--- config.mk ---
export PLATFORM = sky130hd
export DESIGN_NAME = mem_bus_arbiter
export DESIGN_NICKNAME = d
export VERILOG_FILES = /design/src/rtl/mem_bus_arbiter.sv
export SDC_FILE = /design/constraint.sdc
export NUM_CORES = 1
export LEC_CHECK = 0
export BUFFER_PORTS_ARGS = -buffer_cell sky130_fd_sc_hd__buf_4
export CAP_MARGIN = 20
export CORE_AREA = 3 3 122 124
export DETAILED_ROUTE_END_ITERATION = 12
export DIE_AREA = 0 0 125 127
export GPL_ROUTABILITY_DRIVEN = 0
export SLEW_MARGIN = 40
export SYNTH_ARGS = -nofsm -noshare
export SYNTH_HDL_FRONTEND = slang
export SYNTH_SLANG_ARGS = --single-unit
export TNS_END_PERCENT = 20
--- constraint.sdc ---
create_clock -name clk -period 2.45 [get_ports clk]
set_input_delay 0.3675 -clock clk [delete_from_list [all_inputs] [get_ports clk]]
set_output_delay 0.3675 -clock clk [all_outputs]
set_load 0.1 [all_outputs]
--- src/rtl/mem_bus_arbiter.sv ---
`default_nettype none
// ============================================================================
// Module      : mem_bus_arbiter
// Description : Two-master, one-slave valid/ready arbiter for the SoC data
//               memory bus. Master 0 is the CPU data port and master 1 is a
//               DMA engine or debug loader. Grants are round-robin, or fixed
//               priority to master 0 when PRIORITY_M0=1. A grant is held until
//               the slave completes, and is followed by one DONE bus cycle.
//               Optional feature macro: ARB_TIMEOUT_EN. When it is defined, a
//               grant that waits TIMEOUT_CYCLES cycles for s_ready is aborted
//               with an error response.
// Revision    : 1.0 - initial release
// ============================================================================
module mem_bus_arbiter #(
    parameter int unsigned PRIORITY_M0    = 0,   // 1: master 0 wins contention
    parameter int unsigned TIMEOUT_CYCLES = 255  // 1..65535, ARB_TIMEOUT_EN only
) (
    input  logic        clk,
    input  logic        reset,

    // Master 0 (CPU data port)
    input  logic        m0_valid,
    input  logic [31:0] m0_addr,
    input  logic [31:0] m0_wdata,
    input  logic [3:0]  m0_wstrb,
    output logic [31:0] m0_rdata,
    output logic        m0_ready,
    output logic        m0_err,

    // Master 1 (DMA / debug loader)
    input  logic        m1_valid,
    input  logic [31:0] m1_addr,
    input  logic [31:0] m1_wdata,
    input  logic [3:0]  m1_wstrb,
    output logic [31:0] m1_rdata,
    output logic        m1_ready,
    output logic        m1_err,

    // Slave side (address decoder)
    output logic        s_valid,
    output logic [31:0] s_addr,
    output logic [31:0] s_wdata,
    output logic [3:0]  s_wstrb,
    input  logic [31:0] s_rdata,
    input  logic        s_ready,

    // Status
    output logic [1:0]  grant,
    output logic        busy
);

    // ------------------------------------------------------------------------
    // State encoding
    // ------------------------------------------------------------------------
    localparam logic [1:0] ST_IDLE = 2'd0;
    localparam logic [1:0] ST_GNT0 = 2'd1;
    localparam logic [1:0] ST_GNT1 = 2'd2;
    localparam logic [1:0] ST_DONE = 2'd3;

    localparam logic [31:0] C_TIMEOUT_RDATA = 32'hDEAD_BEEF;

    // An out-of-range timeout has no sensible meaning; the guard keeps the
    // parameter referenced in builds without the timeout feature.
    if ((TIMEOUT_CYCLES < 1) || (TIMEOUT_CYCLES > 65535)) begin : g_timeout_range_unsupported
    end

    // ------------------------------------------------------------------------
    // Registers
    // ------------------------------------------------------------------------
    logic [1:0]  state_q, state_d;
    logic        last_q,  last_d;   // last master served: 0 or 1

    // ------------------------------------------------------------------------
    // Datapath selection for the master currently holding the bus
    // ------------------------------------------------------------------------
    logic        w_in_grant;
    logic        w_sel_m1;
    logic        w_req_valid;
    logic [31:0] w_req_addr;
    logic [31:0] w_req_wdata;
    logic [3:0]  w_req_wstrb;
    logic        w_complete;        // slave finished the granted transfer
    logic        w_timeout;         // grant aborted by the watchdog
    logic        w_resp_ready;
    logic [31:0] w_resp_rdata;

    assign w_in_grant = (state_q == ST_GNT0) || (state_q == ST_GNT1);
    assign w_sel_m1   = (state_q == ST_GNT1);

    // Route the owning master's request fields toward the slave
    always_comb begin
        w_req_valid = 1'b0;
        w_req_addr  = 32'd0;
        w_req_wdata = 32'd0;
        w_req_wstrb = 4'd0;
        if (state_q == ST_GNT0) begin
            w_req_valid = m0_valid;
            w_req_addr  = m0_addr;
            w_req_wdata = m0_wdata;
            w_req_wstrb = m0_wstrb;
        end else if (state_q == ST_GNT1) begin
            w_req_valid = m1_valid;
            w_req_addr  = m1_addr;
            w_req_wdata = m1_wdata;
            w_req_wstrb = m1_wstrb;
        end
    end

    // A completion only counts while the owner still asserts valid; a master
    // that dropped valid is treated as an abort even if s_ready shows up.
    assign w_complete = w_in_grant && w_req_valid && s_ready;

`ifdef ARB_TIMEOUT_EN
    // ------------------------------------------------------------------------
    // Grant watchdog
    // ------------------------------------------------------------------------
    localparam logic [15:0] C_TCNT_LAST = 16'(TIMEOUT_CYCLES - 1);

    logic [15:0] tcnt_q, tcnt_d;

    // Count grant cycles spent waiting on the slave; zero everywhere else so
    // each new grant starts counting from 0.
    always_comb begin
        tcnt_d = 16'd0;
        if (w_in_grant && w_req_valid && !s_ready) begin
            tcnt_d = tcnt_q + 16'd1;
        end
    end

    // Watchdog counter register
    always_ff @(posedge clk or posedge reset) begin
        if (reset) begin
            tcnt_q <= 16'd0;
        end else begin
            tcnt_q <= tcnt_d;
        end
    end

    // s_ready on the final cycle wins, so the timeout requires !s_ready
    assign w_timeout = w_in_grant && w_req_valid && !s_ready
                       && (tcnt_q == C_TCNT_LAST);
`else
    // Without the watchdog a stuck slave holds the grant indefinitely
    assign w_timeout = 1'b0;
`endif

    assign w_resp_ready = w_complete || w_timeout;

    // Read data returned to the owner: slave data, or the error marker
    always_comb begin
        w_resp_rdata = 32'd0;
        if (w_complete) begin
            w_resp_rdata = s_rdata;
        end else if (w_timeout) begin
            w_resp_rdata = C_TIMEOUT_RDATA;
        end
    end

    // ------------------------------------------------------------------------
    // Outputs
    // ------------------------------------------------------------------------

    // Slave request is passed through unlatched; idle/DONE drive all zeros
    always_comb begin
        s_valid = w_in_grant && w_req_valid && !w_timeout;
        s_addr  = w_req_addr;
        s_wdata = w_req_wdata;
        s_wstrb = w_req_wstrb;
    end

    // Responses go only to the owning master; the other sees zeros
    always_comb begin
        m0_ready = 1'b0;
        m0_rdata = 32'd0;
        m0_err   = 1'b0;
        m1_ready = 1'b0;
        m1_rdata = 32'd0;
        m1_err   = 1'b0;
        if (w_sel_m1) begin
            m1_ready = w_resp_ready;
            m1_rdata = w_resp_rdata;
            m1_err   = w_timeout;
        end else begin
            m0_ready = w_resp_ready;
            m0_rdata = w_resp_rdata;
            m0_err   = w_timeout;
        end
    end

    assign grant = {w_in_grant && w_sel_m1, w_in_grant && !w_sel_m1};
    assign busy  = w_in_grant;

    // ------------------------------------------------------------------------
    // Arbitration and transfer sequencing
    // ------------------------------------------------------------------------

    // Next-state decision: arbitrate in IDLE, hold grant until done or abort
    always_comb begin
        state_d = state_q;
        last_d  = last_q;
        case (state_q)
            ST_IDLE: begin
                if (m0_valid && m1_valid) begin
                    // Round-robin picks whichever master was not served last
                    if ((PRIORITY_M0 != 0) || last_q) begin
                        state_d = ST_GNT0;
                    end else begin
                        state_d = ST_GNT1;
                    end
                end else if (m0_valid) begin
                    state_d = ST_GNT0;
                end else if (m1_valid) begin
                    state_d = ST_GNT1;
                end
            end
            ST_GNT0, ST_GNT1: begin
                if (!w_req_valid) begin
                    // Owner withdrew mid-transfer: release without response
                    state_d = ST_IDLE;
                end else if (w_resp_ready) begin
                    state_d = ST_DONE;
                    last_d  = w_sel_m1;
                end
            end
            ST_DONE: begin
                // Guaranteed dead cycle so a late valid drop is not re-granted
                state_d = ST_IDLE;
            end
            default: begin
                state_d = ST_IDLE;
            end
        endcase
    end

    // State and fairness registers; last resets to 1 so master 0 wins first
    always_ff @(posedge clk or posedge reset) begin
        if (reset) begin
            state_q <= ST_IDLE;
            last_q  <= 1'b1;
        end else begin
            state_q <= state_d;
            last_q  <= last_d;
        end
    end

endmodule
`default_nettype wire

; After elaboration in Yosys (flattened, before gate mapping)
; Index checks and enable logic that the tools add are counted.
; W data, S select, Z words.
[word_totals]
in_bits = 173
elab_cells = 38
regBits = 3
[op_classes]
muxes = 20
reduce_logical = 11
eq_ne = 5
[ops]
columns = op, count
row1 = $mux W32, 7
row2 = $mux W2, 6
row3 = $mux W4, 2
row4 = $pmux W2 S3, 1
row5 = $logic_and A1 B1 Y1, 5
row6 = $eq A2 B2 Y1 const B, 2
row7 = $mux W1, 4
row8 = $ne A4 B4 Y1 const B, 1
row9 = $ne A3 B3 Y1 const B, 1
row10 = $reduce_and A3 Y1, 1
row11 = $eq A2 B1 Y1 const B, 1
row12 = $logic_not A2 Y1, 1
row13 = $reduce_and A2 Y1, 1
row14 = $reduce_or A2 Y1, 1
row15 = $logic_not A1 Y1, 1
row16 = $logic_or A1 B1 Y1, 1

; Logic depth before layout (Yosys ltp)
[depth]
depth_word = 8
ltp_mapped = 9
depth_no_buf = 6

; Worst setup path after synthesis
; OpenSTA, ideal clock, no wires.
[synth_path]
path_kind = register to output
from = register state_q[1]
to = output port m0_rdata[22]
slack_ns = -1.654
t_arrival_ns = 3.736
required_ns = 2.082
stages_incl_launch_ff = 8
n_path_buf = 2
cell_sequence = dfrtp_1 inv_1 ha_1 buf_6 nand2_1 nor3_2 clkbuf_1 and2_1
[synth_via]
elab_chain_len = 7
[synth_rtl]
columns = item, line
row1 = "start, declared", 70  ; logic [1:0] state_q, state_d;
row2 = "start signal, assigned", 241  ; state_q <= state_d;
row3 = $eq A2 B2 Y1, "87, 88, 101"
row4 = $mux W1, 101  ; end else if (state_q == ST_GNT1) begin
row5 = $mux W1, 96  ; if (state_q == ST_GNT0) begin
row6 = $logic_and A1 B1 Y1 (2 in a row), 111  ; assign w_complete = w_in_grant && w_req_valid && s_ready;
row7 = $mux W32, 152  ; if (w_complete) begin
row8 = $mux W32 *, 179  ; if (w_sel_m1) begin
row9 = "end, declared", 26  ; output logic [31:0] m0_rdata,
; Every way passes the cells marked *; elsewhere a longest branch is shown, timed or not.

; Final worst setup path
[layout_path]
from = register state_q[0]
to = output port m1_rdata[11]
[layout_via]
elab_chain_len = 7
[layout_rtl]
columns = item, line
row1 = $eq A2 B2 Y1, "87, 88, 101"
row2 = $mux W1, 101
row3 = $mux W1, 96
row4 = $logic_and A1 B1 Y1 (2 in a row), 111
row5 = $mux W32, 152
row6 = $mux W32 *, 179
row7 = "end, declared", 35  ; output logic [31:0] m1_rdata,
; Marked as above.

==> summary.md <==
| Metric | Value |
|---|---|
| CP startpoint | state_q[0]$_DFFE_PP0P_ |
| Vias per cell | approximately 4 |
| Syn avg cell area | about 7.5 sq um |
| Synth-to-Final Area Change | 216% |
| Worst VDD drop | 0.000825 V |
| Final hold violation count | 0 |
| Gr ovfl total | 0 |
| Final Setup Violations | 0 |
| DRT iter0 DRCs | 82 |
| DIE HEIGHT | approximately 130 um |
| Largest cells by area after synthesis | a22o_1, and2_1, dfrtp_1, ha_1, buf_6 |
| Clock power frac | 0.039 |
| Row count | 43 |
| Post-route design area | 0.00457 sq mm |
| Max FO, Critical Path | 17 |
| Hold Slack | 0.0164 ns |
| Slew headroom | 0.650 |
| Status | completed |
| Hpwl dp | 8470 um |
| H-tree Lvls | 1 |
| Clk buf depth | 2 |
| CP Data Arrival Time | 2.03 ns |
| Clock skew | around 0.00086 ns |
| Max-Cap Viols | 0 |
| Fmax | approximately 0.42 GHz |
| Post-CTS Hold Buffers | 0 |
| Core Area | 0.0139 sq mm |
| Placed Instance Area | 0.00408 sq mm |
| Seq pwr share | 0.017 |
| Commonest non-fill, non-tap cell in the layout | buf_4 |
| Yosys cell types | 25 |
| # nets final | 671 |
| Most frequent cells in the layout | buf_4, a22o_1, and2_4 |
| Clock sink total | 3 |
| Final core utilization | 0.329 |
| Register bit total from synthesis | 3 |
| Root Driver | clkbuf_16 |
| Total CTS buffers | 3 |
| Number of top-level pins | 313 |
| Final period utilization | 0.980 |
| DRT Wirelength | 10400 um |
| Tightest Pin Transition | 0.525 ns |
| Internal Power | between 1500 and 2000 uW |
| Netlist Area Pre-Place | 0.00145 sq mm |
| Power per cell area | 1480 mW/mm^2 |
| Share of cells above drive strength 1 | 0.767 |
| Final ANT Viol Nets | 0 |
| Synth top area share | 0.411 |
| CP Class | flop to primary output |
| Dpl cells | 665 |
| Post-synthesis sequential area ratio | 0.0527 |
| Die extent in x | 125 um |
| Worst R2R Setup Slack | between 0.7 and 0.8 ns |
| Worst Path Required | between 2 and 2.5 ns |
| Final cell count without fillers | between 600 and 700 |
| Largest area contributor in the netlist | a22o_1 |
| Max Slew Vio Count | 0 |
| Crit start category | flop |
| RSZ-0062 raised after global routing | yes |
| Worst skew pair latency | ~0.23 ns |
| First-pass GRT wire length | 14700 um |
| Gr usage total | 0.112 |
| Reg clk slew, reported paths | 0.03 ns |
| Initial Utilization | 0.104 |
| R2R Path Start | state_q[1]$_DFFE_PP0P_ |
| Cells after Synth | between 150 and 200 |
| Switching Power | 5000 uW |
| Total number of vias | 2722 |
| I/O Buffers | 310 |
| Total iterations of the first detailed-routing run | 6 |
| Number of global-route vias before repair | approximately 2.8k |
| Ys Warns | 0 |
| Sw Share | 0.739 |
| DRC | 0 |
| Initial antenna violation count | 0 |
| Logic pwr share | 0.944 |
| Wirelength per Cell | 15.4 um |
| Largest net degree at the start of global routing | 71 |
| CTS tree | done |
| Hold Path Class | input pin to async pin |
| Final min period | 2.40 ns |
| Pleak | 0.00241 uW |
| DIE AREA | about 0.016 sq mm |
| CP Capture Type | primary output |
| Antenna diodes | 0 |
==> power groups by stage <==
stage | clock network [uW] | registers (uW) | logic (uW)
after global placement | 0 | 104 | 6270
final | 265 | 112 | 6390
after detailed placement | 0 | 105 | 6290
after global routing | 274 | 115 | 6560
after floorplan | 0 | 98.6 | 5030
after CTS | 268 | 111 | 6370
==> cell families after synthesis <==
logic type / share of synthesized area
AO/OA/AOI/OAI: 0.447
adder cells (fa/ha/maj): 0.0345
buffers and inverters: 0.110
flip-flops: 0.0527
other: 0.00259
AND/OR/NAND/NOR: 0.353
==> sequential cells by signal (all words and copies together) (netlist names) <==
| name | flops |
|---|---|
| last_q | 1 |
| state_q | 2 |
==> path summary, 6_finish.rpt <==
check	end	depth (start not counted)
worst max register to register	state_q[1]$_DFFE_PP0P_	7
worst max-delay path	m1_rdata[11]	7
worst min-delay path	state_q[1]$_DFFE_PP0P_	2
max in group asynchronous	last_q$_DFFE_PP1P_	2
min in group clk	last_q$_DFFE_PP1P_	3
worst min register to register	last_q$_DFFE_PP1P_	1
==> critical path, stage by stage, from the launching register on <==
cell	delay, ns
dfrtp_2	0.44
ha_4	0.20
nand3b_4	0.17
a21boi_4	0.16
and3_4	0.20
bufbuf_16	0.28
and2_4	0.16
buf_12	0.17
==> layout make-up <==
class | instances | area (sq um)
fill | 1432 | 9310
timing repair buffer | 319 | 2810
multi-input combinational | 163 | 1370
tap | 180 | 225
sequential | 3 | 78.8
clock buffer | 4 | 78.8
inverter | 4 | 17.5
==> cell usage after synthesis <==
master    number
a21boi_4       1
buf_6          4
ha_1           4
clkbuf_1      11
o221a_2        1
buf_4          3
nand3b_4       1
buf_2          7
and2_1        64
dfrtp_1        2
nand2b_1       2
dfstp_2        1
nor3_1         2
nor3_2         1
nor2b_1        1
inv_1          4
a22o_1        68
a21o_1         1
and3_1         1
a21oi_1        2
nor2_1         4
nand4b_1       1
o21ai_0        1
nand2_1        6
conb_1         1
==> metrics by stage <==
| stage | setup TNS, ns | worst slack (ns) | total power [uW] |
|---|---|---|---|
| after floorplan | -27.27 | -0.557 | 5130 |
| after global placement | 0 | 0.145 | 6370 |
| after detailed placement | 0 | 0.0415 | 6400 |
| after CTS | -0.000534 | -0.000534 | 6740 |
| after global routing | -0.241 | -0.0214 | 6940 |
| final | 0 | 0.0500 | 6770 |
==> per-layer routing <==
layer / routed length (um) / track usage / vias to the layer above
met2: 5580 / 0.216 / 165
met5: 0 / 0 / -
met1: 3780 / 0.125 / 1246
met4: 181 / 0.0236 / 0
met3: 811 / 0.0251 / 10
li1: - / - / 1301
==> what timing repair did <==
item                                   4_1_cts  5_1_grt
endpoints found under the hold margin        0        0
setup buffers                                1        2
pin swaps                                    1        1
cloned                                       1        0
resized for setup                           67       24
setup endpoints to repair                   85       33
Power figures use the tool's default switching activity.
